--- config.mk ---
export PLATFORM = sky130hd
export DESIGN_NAME = lsu_mem_bridge
export DESIGN_NICKNAME = d
export VERILOG_FILES = /design/src/rtl/npc_lsu_pkg.sv /design/src/rtl/lsu_align.sv /design/src/rtl/lsu_mem_bridge.sv
export SDC_FILE = /design/constraint.sdc
export NUM_CORES = 1
export LEC_CHECK = 0
export CAP_MARGIN = 10
export CORE_ASPECT_RATIO = 0.6
export CORE_UTILIZATION = 47
export DETAILED_ROUTE_END_ITERATION = 8
export PLACE_DENSITY_LB_ADDON = 0.1
export SYNTH_ARGS = -nofsm -noshare
export SYNTH_HDL_FRONTEND = slang
export SYNTH_SLANG_ARGS = --single-unit
--- constraint.sdc ---
create_clock -name clk -period 3.42 [get_ports clk]
set_input_delay 0.513 -clock clk [delete_from_list [all_inputs] [get_ports clk]]
set_output_delay 0.513 -clock clk [all_outputs]
set_load 0.01 [all_outputs]
--- src/rtl/npc_lsu_pkg.sv ---
// Shared types for the LSU memory bridge.
//  - access size encodings (SZ_B/SZ_H/SZ_W; 2'b11 is handled as a word)
//  - bridge FSM state enum
//  - latched request fields carried from handshake to response
//  - misalignment check used at the handshake
package npc_lsu_pkg;

  localparam logic [1:0] SZ_B = 2'b00;
  localparam logic [1:0] SZ_H = 2'b01;
  localparam logic [1:0] SZ_W = 2'b10;

  typedef enum logic [1:0] {
    IDLE   = 2'd0,
    ACCESS = 2'd1,
    WAIT   = 2'd2,
    RESP   = 2'd3
  } lsu_state_e;

  typedef struct packed {
    logic       wr;
    logic [1:0] size;
    logic       uns;
    logic [1:0] lo;   // byte offset within the word
  } lsu_req_t;

  // Byte accesses are never misaligned. Size 2'b11 shares the word rule.
  function automatic logic misaligned(input logic [1:0] size, input logic [1:0] lo);
    case (size)
      SZ_B:    misaligned = 1'b0;
      SZ_H:    misaligned = lo[0];
      default: misaligned = (lo != 2'b00);
    endcase
  endfunction

endpackage

--- src/rtl/lsu_align.sv ---
// Combinational byte-lane steering for the LSU bridge.
//  Store side : st_size, st_lo, st_wdata -> st_strb (byte strobes), st_data (lane-replicated)
//  Load side  : ld_size, ld_lo, ld_uns, ld_rdata -> ld_data (right-justified, sign/zero-extended)
// The store side is fed from the live request (registered by the bridge at the
// handshake); the load side is fed from the latched request and the raw memory word.
module lsu_align
  import npc_lsu_pkg::*;
(
  input  logic [1:0]  st_size,
  input  logic [1:0]  st_lo,
  input  logic [31:0] st_wdata,
  output logic [3:0]  st_strb,
  output logic [31:0] st_data,
  input  logic [1:0]  ld_size,
  input  logic [1:0]  ld_lo,
  input  logic        ld_uns,
  input  logic [31:0] ld_rdata,
  output logic [31:0] ld_data
);

  logic [31:0] sh;
  logic        sx;

  always_comb begin
    st_strb = 4'b1111;
    st_data = st_wdata;
    case (st_size)
      SZ_B: begin
        st_strb = 4'b0001 << st_lo;
        st_data = {4{st_wdata[7:0]}};
      end
      SZ_H: begin
        st_strb = 4'b0011 << st_lo;
        st_data = {2{st_wdata[15:0]}};
      end
      default: ;
    endcase
  end

  assign sh = ld_rdata >> {ld_lo, 3'b000};
  assign sx = ~ld_uns;

  always_comb begin
    ld_data = sh;
    case (ld_size)
      SZ_B:    ld_data = {{24{sx & sh[7]}},  sh[7:0]};
      SZ_H:    ld_data = {{16{sx & sh[15]}}, sh[15:0]};
      default: ;
    endcase
  end

endmodule

--- src/rtl/lsu_mem_bridge.sv ---
// LSU front end for the data-memory model.
//  Request  : req_valid/req_ready, req_wr, req_size, req_unsigned, req_addr, req_wdata
//  Response : resp_valid/resp_ready, resp_rdata, resp_err
//  Memory   : mem_en, mem_wr, mem_addr, mem_wdata, mem_wstrb (all registered), mem_rdata (comb)
// One access per handshake. mem_* are computed at the handshake and presented from
// flops in ACCESS, so mem_en is a clean single-cycle pulse; the memory model writes on
// every evaluation with en high, so it must never glitch or linger. Misaligned requests
// bypass the memory entirely and respond one cycle after the handshake.
module lsu_mem_bridge
  import npc_lsu_pkg::*;
#(
  parameter int LAT   = 1,
  parameter int CNT_W = 4
) (
  input  logic        clk,
  input  logic        rst_n,
  input  logic        req_valid,
  output logic        req_ready,
  input  logic        req_wr,
  input  logic [1:0]  req_size,
  input  logic        req_unsigned,
  input  logic [31:0] req_addr,
  input  logic [31:0] req_wdata,
  output logic        resp_valid,
  input  logic        resp_ready,
  output logic [31:0] resp_rdata,
  output logic        resp_err,
  output logic        mem_en,
  output logic        mem_wr,
  output logic [31:0] mem_addr,
  output logic [31:0] mem_wdata,
  output logic [3:0]  mem_wstrb,
  input  logic [31:0] mem_rdata
);

  // WAIT lasts LAT-1 cycles; the counter runs LAT-2 .. 0.
  localparam logic [CNT_W-1:0] CNT_INIT = CNT_W'((LAT > 1) ? (LAT - 2) : 0);

  lsu_state_e       state;
  logic [CNT_W-1:0] cnt;
  lsu_req_t         rq;
  logic [3:0]       st_strb;
  logic [31:0]      st_data;
  logic [31:0]      ld_data;

  lsu_align u_align (
    .st_size  (req_size),
    .st_lo    (req_addr[1:0]),
    .st_wdata (req_wdata),
    .st_strb  (st_strb),
    .st_data  (st_data),
    .ld_size  (rq.size),
    .ld_lo    (rq.lo),
    .ld_uns   (rq.uns),
    .ld_rdata (mem_rdata),
    .ld_data  (ld_data)
  );

  assign req_ready = (state == IDLE);

  always_ff @(posedge clk or negedge rst_n) begin
    if (!rst_n) begin
      state      <= IDLE;
      cnt        <= '0;
      rq         <= '0;
      resp_valid <= 1'b0;
      resp_err   <= 1'b0;
      resp_rdata <= '0;
      mem_en     <= 1'b0;
      mem_wr     <= 1'b0;
      mem_addr   <= '0;
      mem_wdata  <= '0;
      mem_wstrb  <= '0;
    end else begin
      case (state)
        IDLE: if (req_valid) begin
          rq <= '{wr: req_wr, size: req_size, uns: req_unsigned, lo: req_addr[1:0]};
          if (misaligned(req_size, req_addr[1:0])) begin
            state      <= RESP;
            resp_valid <= 1'b1;
            resp_err   <= 1'b1;
            resp_rdata <= '0;
          end else begin
            state     <= ACCESS;
            mem_en    <= 1'b1;
            mem_wr    <= req_wr;
            mem_addr  <= {req_addr[31:2], 2'b00};
            mem_wdata <= st_data;
            mem_wstrb <= req_wr ? st_strb : 4'b0000;
          end
        end
        ACCESS: begin
          mem_en     <= 1'b0;
          mem_wr     <= 1'b0;
          // Memory read is combinational: capture it at the end of the access cycle.
          resp_rdata <= rq.wr ? 32'd0 : ld_data;
          if (LAT > 1) begin
            state <= WAIT;
            cnt   <= CNT_INIT;
          end else begin
            state      <= RESP;
            resp_valid <= 1'b1;
          end
        end
        WAIT: begin
          if (cnt == '0) begin
            state      <= RESP;
            resp_valid <= 1'b1;
          end else begin
            cnt <= cnt - 1'b1;
          end
        end
        RESP: if (resp_ready) begin
          state      <= IDLE;
          resp_valid <= 1'b0;
          resp_err   <= 1'b0;
          resp_rdata <= '0;
        end
        default: state <= IDLE;
      endcase
    end
  end

endmodule
Yosys cells after proc, flatten, opt, wreduce, memory -nomap -nowiden
Index checks and enable logic that the tools add are counted.
{"block": "word_totals", "out_inout_bits": 105, "in_bits": 104, "reg_bits": 114, "word_cells": 78}
{"block": "classes", "muxes": 29, "n_shift": 3, "n_reduce_logical": 16, "bitwise": 5, "addsub": 1, "eq_ne": 10}
{"operator": "$mux 32", "n": 4}
{"operator": "$pmux 32 s2", "n": 2}
{"operator": "$pmux 32 s3", "n": 1}
{"operator": "$shr 32x5->32", "n": 1}
{"operator": "$reduce_and 4->1", "n": 3}
{"operator": "$mux 1", "n": 10}
{"operator": "$reduce_and 3->1", "n": 3}
{"operator": "$mux 2", "n": 4}
{"operator": "$ne 2x2->1 const B", "n": 4}
{"operator": "$pmux 1 s2", "n": 4}
{"operator": "$pmux 2 s4", "n": 1}
{"operator": "$pmux 4 s2", "n": 1}
{"operator": "$eq 2x1->1 const B", "n": 3}
{"operator": "$logic_not 2->1", "n": 3}
{"operator": "$reduce_bool 2->1", "n": 3}
{"operator": "$eq 2x2->1 const B", "n": 2}
{"operator": "$logic_not 4->1", "n": 1}
{"operator": "$mux 4", "n": 1}
{"operator": "$pmux 1 s4", "n": 1}
{"operator": "$reduce_and 2->1", "n": 2}
{"operator": "$shl 1x2->4 const A", "n": 1}
{"operator": "$shl 2x2->4 const A", "n": 1}
{"operator": "$sub 4x1->4 const B", "n": 1}
{"operator": "$not 1->1", "n": 3}
{"operator": "3 further kinds", "n": 4}

Logic depth before layout (Yosys ltp)
{"block": "logic_depth", "depth_word": 7, "mapped_depth": 9, "depth_no_buf": 7}

By module
A second synthesis with hierarchy kept.
{"block": "unflattened", "cells_unflattened": 658, "area_unflattened_um2": 5923.2}
{"mod": "lsu_mem_bridge", "area_per_inst_um2": 4693.3, "n_inst": 1, "cells_per_inst": 493, "seq_area_each_um2": 2852.7}
{"mod": "lsu_align", "area_per_inst_um2": 1229.9, "n_inst": 1, "cells_per_inst": 165, "seq_area_each_um2": 0.0}

Worst setup path before layout
OpenSTA, ideal clock, no wires.
{"block": "synth_timing", "kind": "flip-flop to flip-flop", "start": "reg state[0]", "end": "reg resp_rdata[29]", "arrival_time_ns": 1.956, "setup_slack_ns": 1.337, "stages_incl_launch_ff": 9, "required_ns": 3.293, "path_buffers": 2, "period_less_slack_ns": 2.083, "setup_time_ns": 0.127, "cell_sequence": "dfrtp_1 inv_1 ha_1 buf_2 a22oi_2 nor2b_2 nand2b_1 buf_2 a221o_2"}
{"block": "synth_via", "elab_chain_cells": 3, "word_cells_on_any_way": 9, "classes_between": "eq/ne: 5; mux: 1; reduce/logical: 3"}
{"element": "from (decl)", "line": "lsu_mem_bridge.sv:39", "rtl": "lsu_state_e state;"}
{"element": "from (signal assigned)", "line": "lsu_mem_bridge.sv:63", "rtl": "state <= IDLE;"}
{"element": "from (signal assigned)", "line": "lsu_mem_bridge.sv:79", "rtl": "state <= RESP;"}
{"element": "from (signal assigned)", "line": "lsu_mem_bridge.sv:84", "rtl": "state <= ACCESS;"}
{"element": "$logic_not 2->1 *"}
{"element": "via req_ready", "line": "lsu_mem_bridge.sv:18", "rtl": "output logic req_ready,"}
{"element": "$ne 2x1->1 (no line), or another cell as far along"}
{"element": "$reduce_and 4->1 (no line)"}
{"element": "to (signal assigned)", "line": "lsu_mem_bridge.sv:96", "rtl": "resp_rdata <= rq.wr ? 32'd0 : ld_data;"}
{"element": "to (decl)", "line": "lsu_mem_bridge.sv:26", "rtl": "output logic [31:0] resp_rdata,"}
The timed path passes the listed nets; every way through them passes the cells marked *.
A chain may end at the register's enable or synchronous reset.

Worst setup path in the final report
{"block": "layout_timing", "start": "reg state[1]", "end": "reg resp_rdata[6]"}
{"block": "layout_via", "elab_chain_cells": 3, "word_cells_on_any_way": 9, "classes_between": "eq/ne: 5; mux: 1; reduce/logical: 3"}
{"element": "$eq 2x2->1, or another cell as far along", "line": "lsu_mem_bridge.sv:75", "rtl": "case (state)"}
{"element": "$ne 2x2->1 (no line), or another cell as far along"}
{"element": "$reduce_and 4->1 (no line)"}
Parallel ways exist; a longest one is shown, timed or not.

==> results by group <==
Die
  • I/O Pins: ~210
  • Initial core utilization: around half
  • DIE AREA: 11720 um2
  • Chip width: between 100 and 150 um
  • Die extent in y: between 80 and 90 um
  • Core Rows: 29
  • Core area: roughly 11000 um2

Critical path
  • Crit-path max cell delay: approximately 0.52 ns
  • CP startpoint kind: register
  • Critical path fanouts, max: 22
  • CP Capture Point: resp_rdata[6]
  • Critical path arrival: 2.93 ns
  • R2R setup slack: between 0.7 and 0.8 ns
  • Worst reg2reg path startpoint: state[1]
  • Worst r2r path cells: 7
  • WS Path Type: reg -> reg
  • Crit path capture type: register
  • Critical Path Source: state[1]
  • Buffers & Inverters on Critical Path: 2
  • Crit-path slowest cell: nand2b_1
  • RR Endpoint: resp_rdata[6]
  • Worst endpoint required time: 3.72 ns
  • Cell family with most CP delay: simple AND/OR/NAND/NOR gates
  • Levels on crit path: 7
  • Critical-path cell list: inv_1 -> ha_1 -> a22oi_2 -> nor2b_2 -> nand2b_1 -> buf_4 -> a22o_1

Timing
  • Worst-Margin Slew: about 0.94 ns
  • Pins Over Slew Limit: 0
  • Worst rel slew slack: a little under two fifths
  • TNS Setup: 0 ns
  • Clock Skew: about 0.012 ns
  • Final period util: 76.84%
  • Max Fclk: between 300 and 400 MHz
  • Final Hold Vio Count: 0
  • Hold_ws: 0.2048 ns
  • Final worst setup slack: 0.7920 ns
  • Unrepaired setup endpoints after global routing: false
  • Final-report setup violation count: 0
  • Crit path time final: approximately 2.6 ns

Synth
  • Post-Syn Area: around 5300 um2
  • Dominant synthesized flop cell: dfrtp_1
  • Cell count after synthesis: about 440
  • Yosys warnings: 0
  • Post-synthesis sequential area ratio: 53.82%
  • Ys async rst share: 100.0%
  • Post-synth top area share: 53.82%
  • Commonest cells post-synth: 114 x dfrtp_1, 52 x mux2_2, 47 x nand2_1, 41 x mux2i_1, 37 x o21ai_0
  • Top-count cell post-synth: dfrtp_1
  • Number of synthesized flops with an enable pin: 0
  • Synth area leaders: dfrtp_1 54%, mux2_2 11%, mux2i_1 7.7%
  • Post-synth cell types: 40
  • #FFs+latches synth: 114
  • Avg Cell Area, Syn: around 12 um2
  • Dominant cell type by area after synthesis: dfrtp_1

Clock tree
  • Number of setup buffers added after CTS: 0
  • CTS Buf Count: 17
  • Clock Latency Late Sink: between 0.4 and 0.5 ns
  • CTS clk-pin slew, worst paths: roughly 0.05 ns
  • CTS Root Cell: clkbuf_16
  • Hold buffers post-CTS: 0
  • Post-CTS sizing: 0
  • CTS tree: done
  • Total clock sinks: roughly 110
  • CTS Buffer Depth: 2
  • # H-tree levels: 4

Power
  • Worst vdd ir: roughly 570 uV
  • Pwr Density: about 870 nW/um2
  • Leakage: ~3.6 nW
  • Total power draw: between 6 and 7 mW

Detailed routing
  • Remaining DRCs: 14
  • Average wire per standard cell: around 18 um
  • Total Wirelength: 14700 um
  • Via density: between 5 and 6
  • Post-route ant nets: 0
  • Starting DRT DRC Count: around 250
  • Via count: roughly 4300
  • First-pass iteration count of the detailed router: 7

Global routing
  • Largest net degree at the start of global routing: slightly below 70
  • Vias in the first global route: between 4000 and 5000
  • Grt ovf: 0
  • Total GRT Usage: 26.29%
  • First-pass GRT wire length: 23560 um
  • Initial antenna violation count: 0

Layout
  • Antenna cells: 0
  • Share of layout cells above drive strength 1: approximately 16%
  • Final Net Count: between 700 and 800
  • Layout area overhead: 51.84%

Outcome
  • Status: finished with violations
  • Violated checks: DRC

Placed design
  • # port buffers: slightly above 200
  • GPL Wtd Cong: 0.8738
  • Worst slack at placement: between 0.4 and 0.5 ns
  • HPWL after DPL: approximately 11000 um

Run
  • Number of max-cap violations: 0

Worst hold path
  • Worst hold path class: in -> async
==> power by group <==
group | switching, mW | internal (mW) | total, mW
Combinational | 1.39 | 1.66 | 3.05
Sequential | 0.374 | 1.91 | 2.28
Clock | 0.631 | 1.01 | 1.64
==> registers in the layout (all words and copies together), names as in the netlist <==
name,count
resp_valid,1
resp_rdata,32
mem_wr,1
mem_en,1
state,2
cnt,4
resp_err,1
mem_wdata,32
rq,6
mem_wstrb,4
mem_addr,30
==> kinds of logic (layout without fill, tap and decap cells) <==
| logic type | count (synthesis) | after routing | synth area share, % |
|---|---|---|---|
| and+or+nand+nor | 85 | 85 | 7.932 |
| AOI/OAI and AO/OA | 101 | 101 | 13.65 |
| buffers and inverters | 37 | 254 | 3.329 |
| adders and majority gates | 6 | 6 | 1.416 |
| muxes | 93 | 93 | 18.79 |
| DFF | 114 | 114 | 53.82 |
| xor gates and xnor gates | 6 | 6 | 0.9915 |
| other | 1 | 2 | 0.07075 |
==> metal layers <==
layer	part of all wire, %	global-route usage [%]	wire, um	vias to the layer above
met4	1.4	7.576	205	0
met2	44	38.57	6513	185
met3	7.8	8.443	1150	16
met5	0	0	0	-
met1	46	37.40	6825	2123
li1	-	-	-	2017
==> layout make-up <==
cell class	instances	area, um2
fillers	701	2729
clock buffers	18	439.2
repair buffers	216	2160
well taps	139	173.9
multi-input cells	293	2282
clock inverters	13	113.9
inverters	7	26.28
flip-flops and latches	114	2853
==> layout by cell type, fill, tap and decap left out, types with 14 or more instances in the layout <==
cell and instances:
dfrtp_1 114, o21ai_0 37, mux2i_1 41, clkdlybuf4s50_1 205, nand2_1 46, nor2_1 14
a21oi_1 14, mux2_2 52, clkbuf_16 17
==> per-stage QoR <==
step / cells / utilization [%] / instance area, um2
final: 800 / 74.68 / 8048
after global routing: 800 / 74.68 / 8048
after CTS: 800 / 74.68 / 8048
after detailed placement: 769 / 69.55 / 7495
after global placement: 769 / 69.55 / 7495
after floorplan: 444 / - / 5304
==> how the worst min path moves through the flow <==
| stage | from | endpoint | slack, ns | cells past startpoint |
|---|---|---|---|---|
| 2_1_floorplan | rst_n | cnt[0] | 0.22 | 0 |
| 3_3_place_gp | mem_wstrb[0] | mem_wstrb[0] | 0.46 | 2 |
| 3_5_place_dp | mem_wdata[17] | mem_wdata[17] | 0.47 | 2 |
| 4_1_cts | rst_n | mem_addr[9] | 0.25 | 1 |
| 5_1_grt | rst_n | mem_addr[24] | 0.27 | 1 |
| 6_report | rst_n | mem_addr[24] | 0.20 | 1 |
Power figures use the tool's default switching activity.
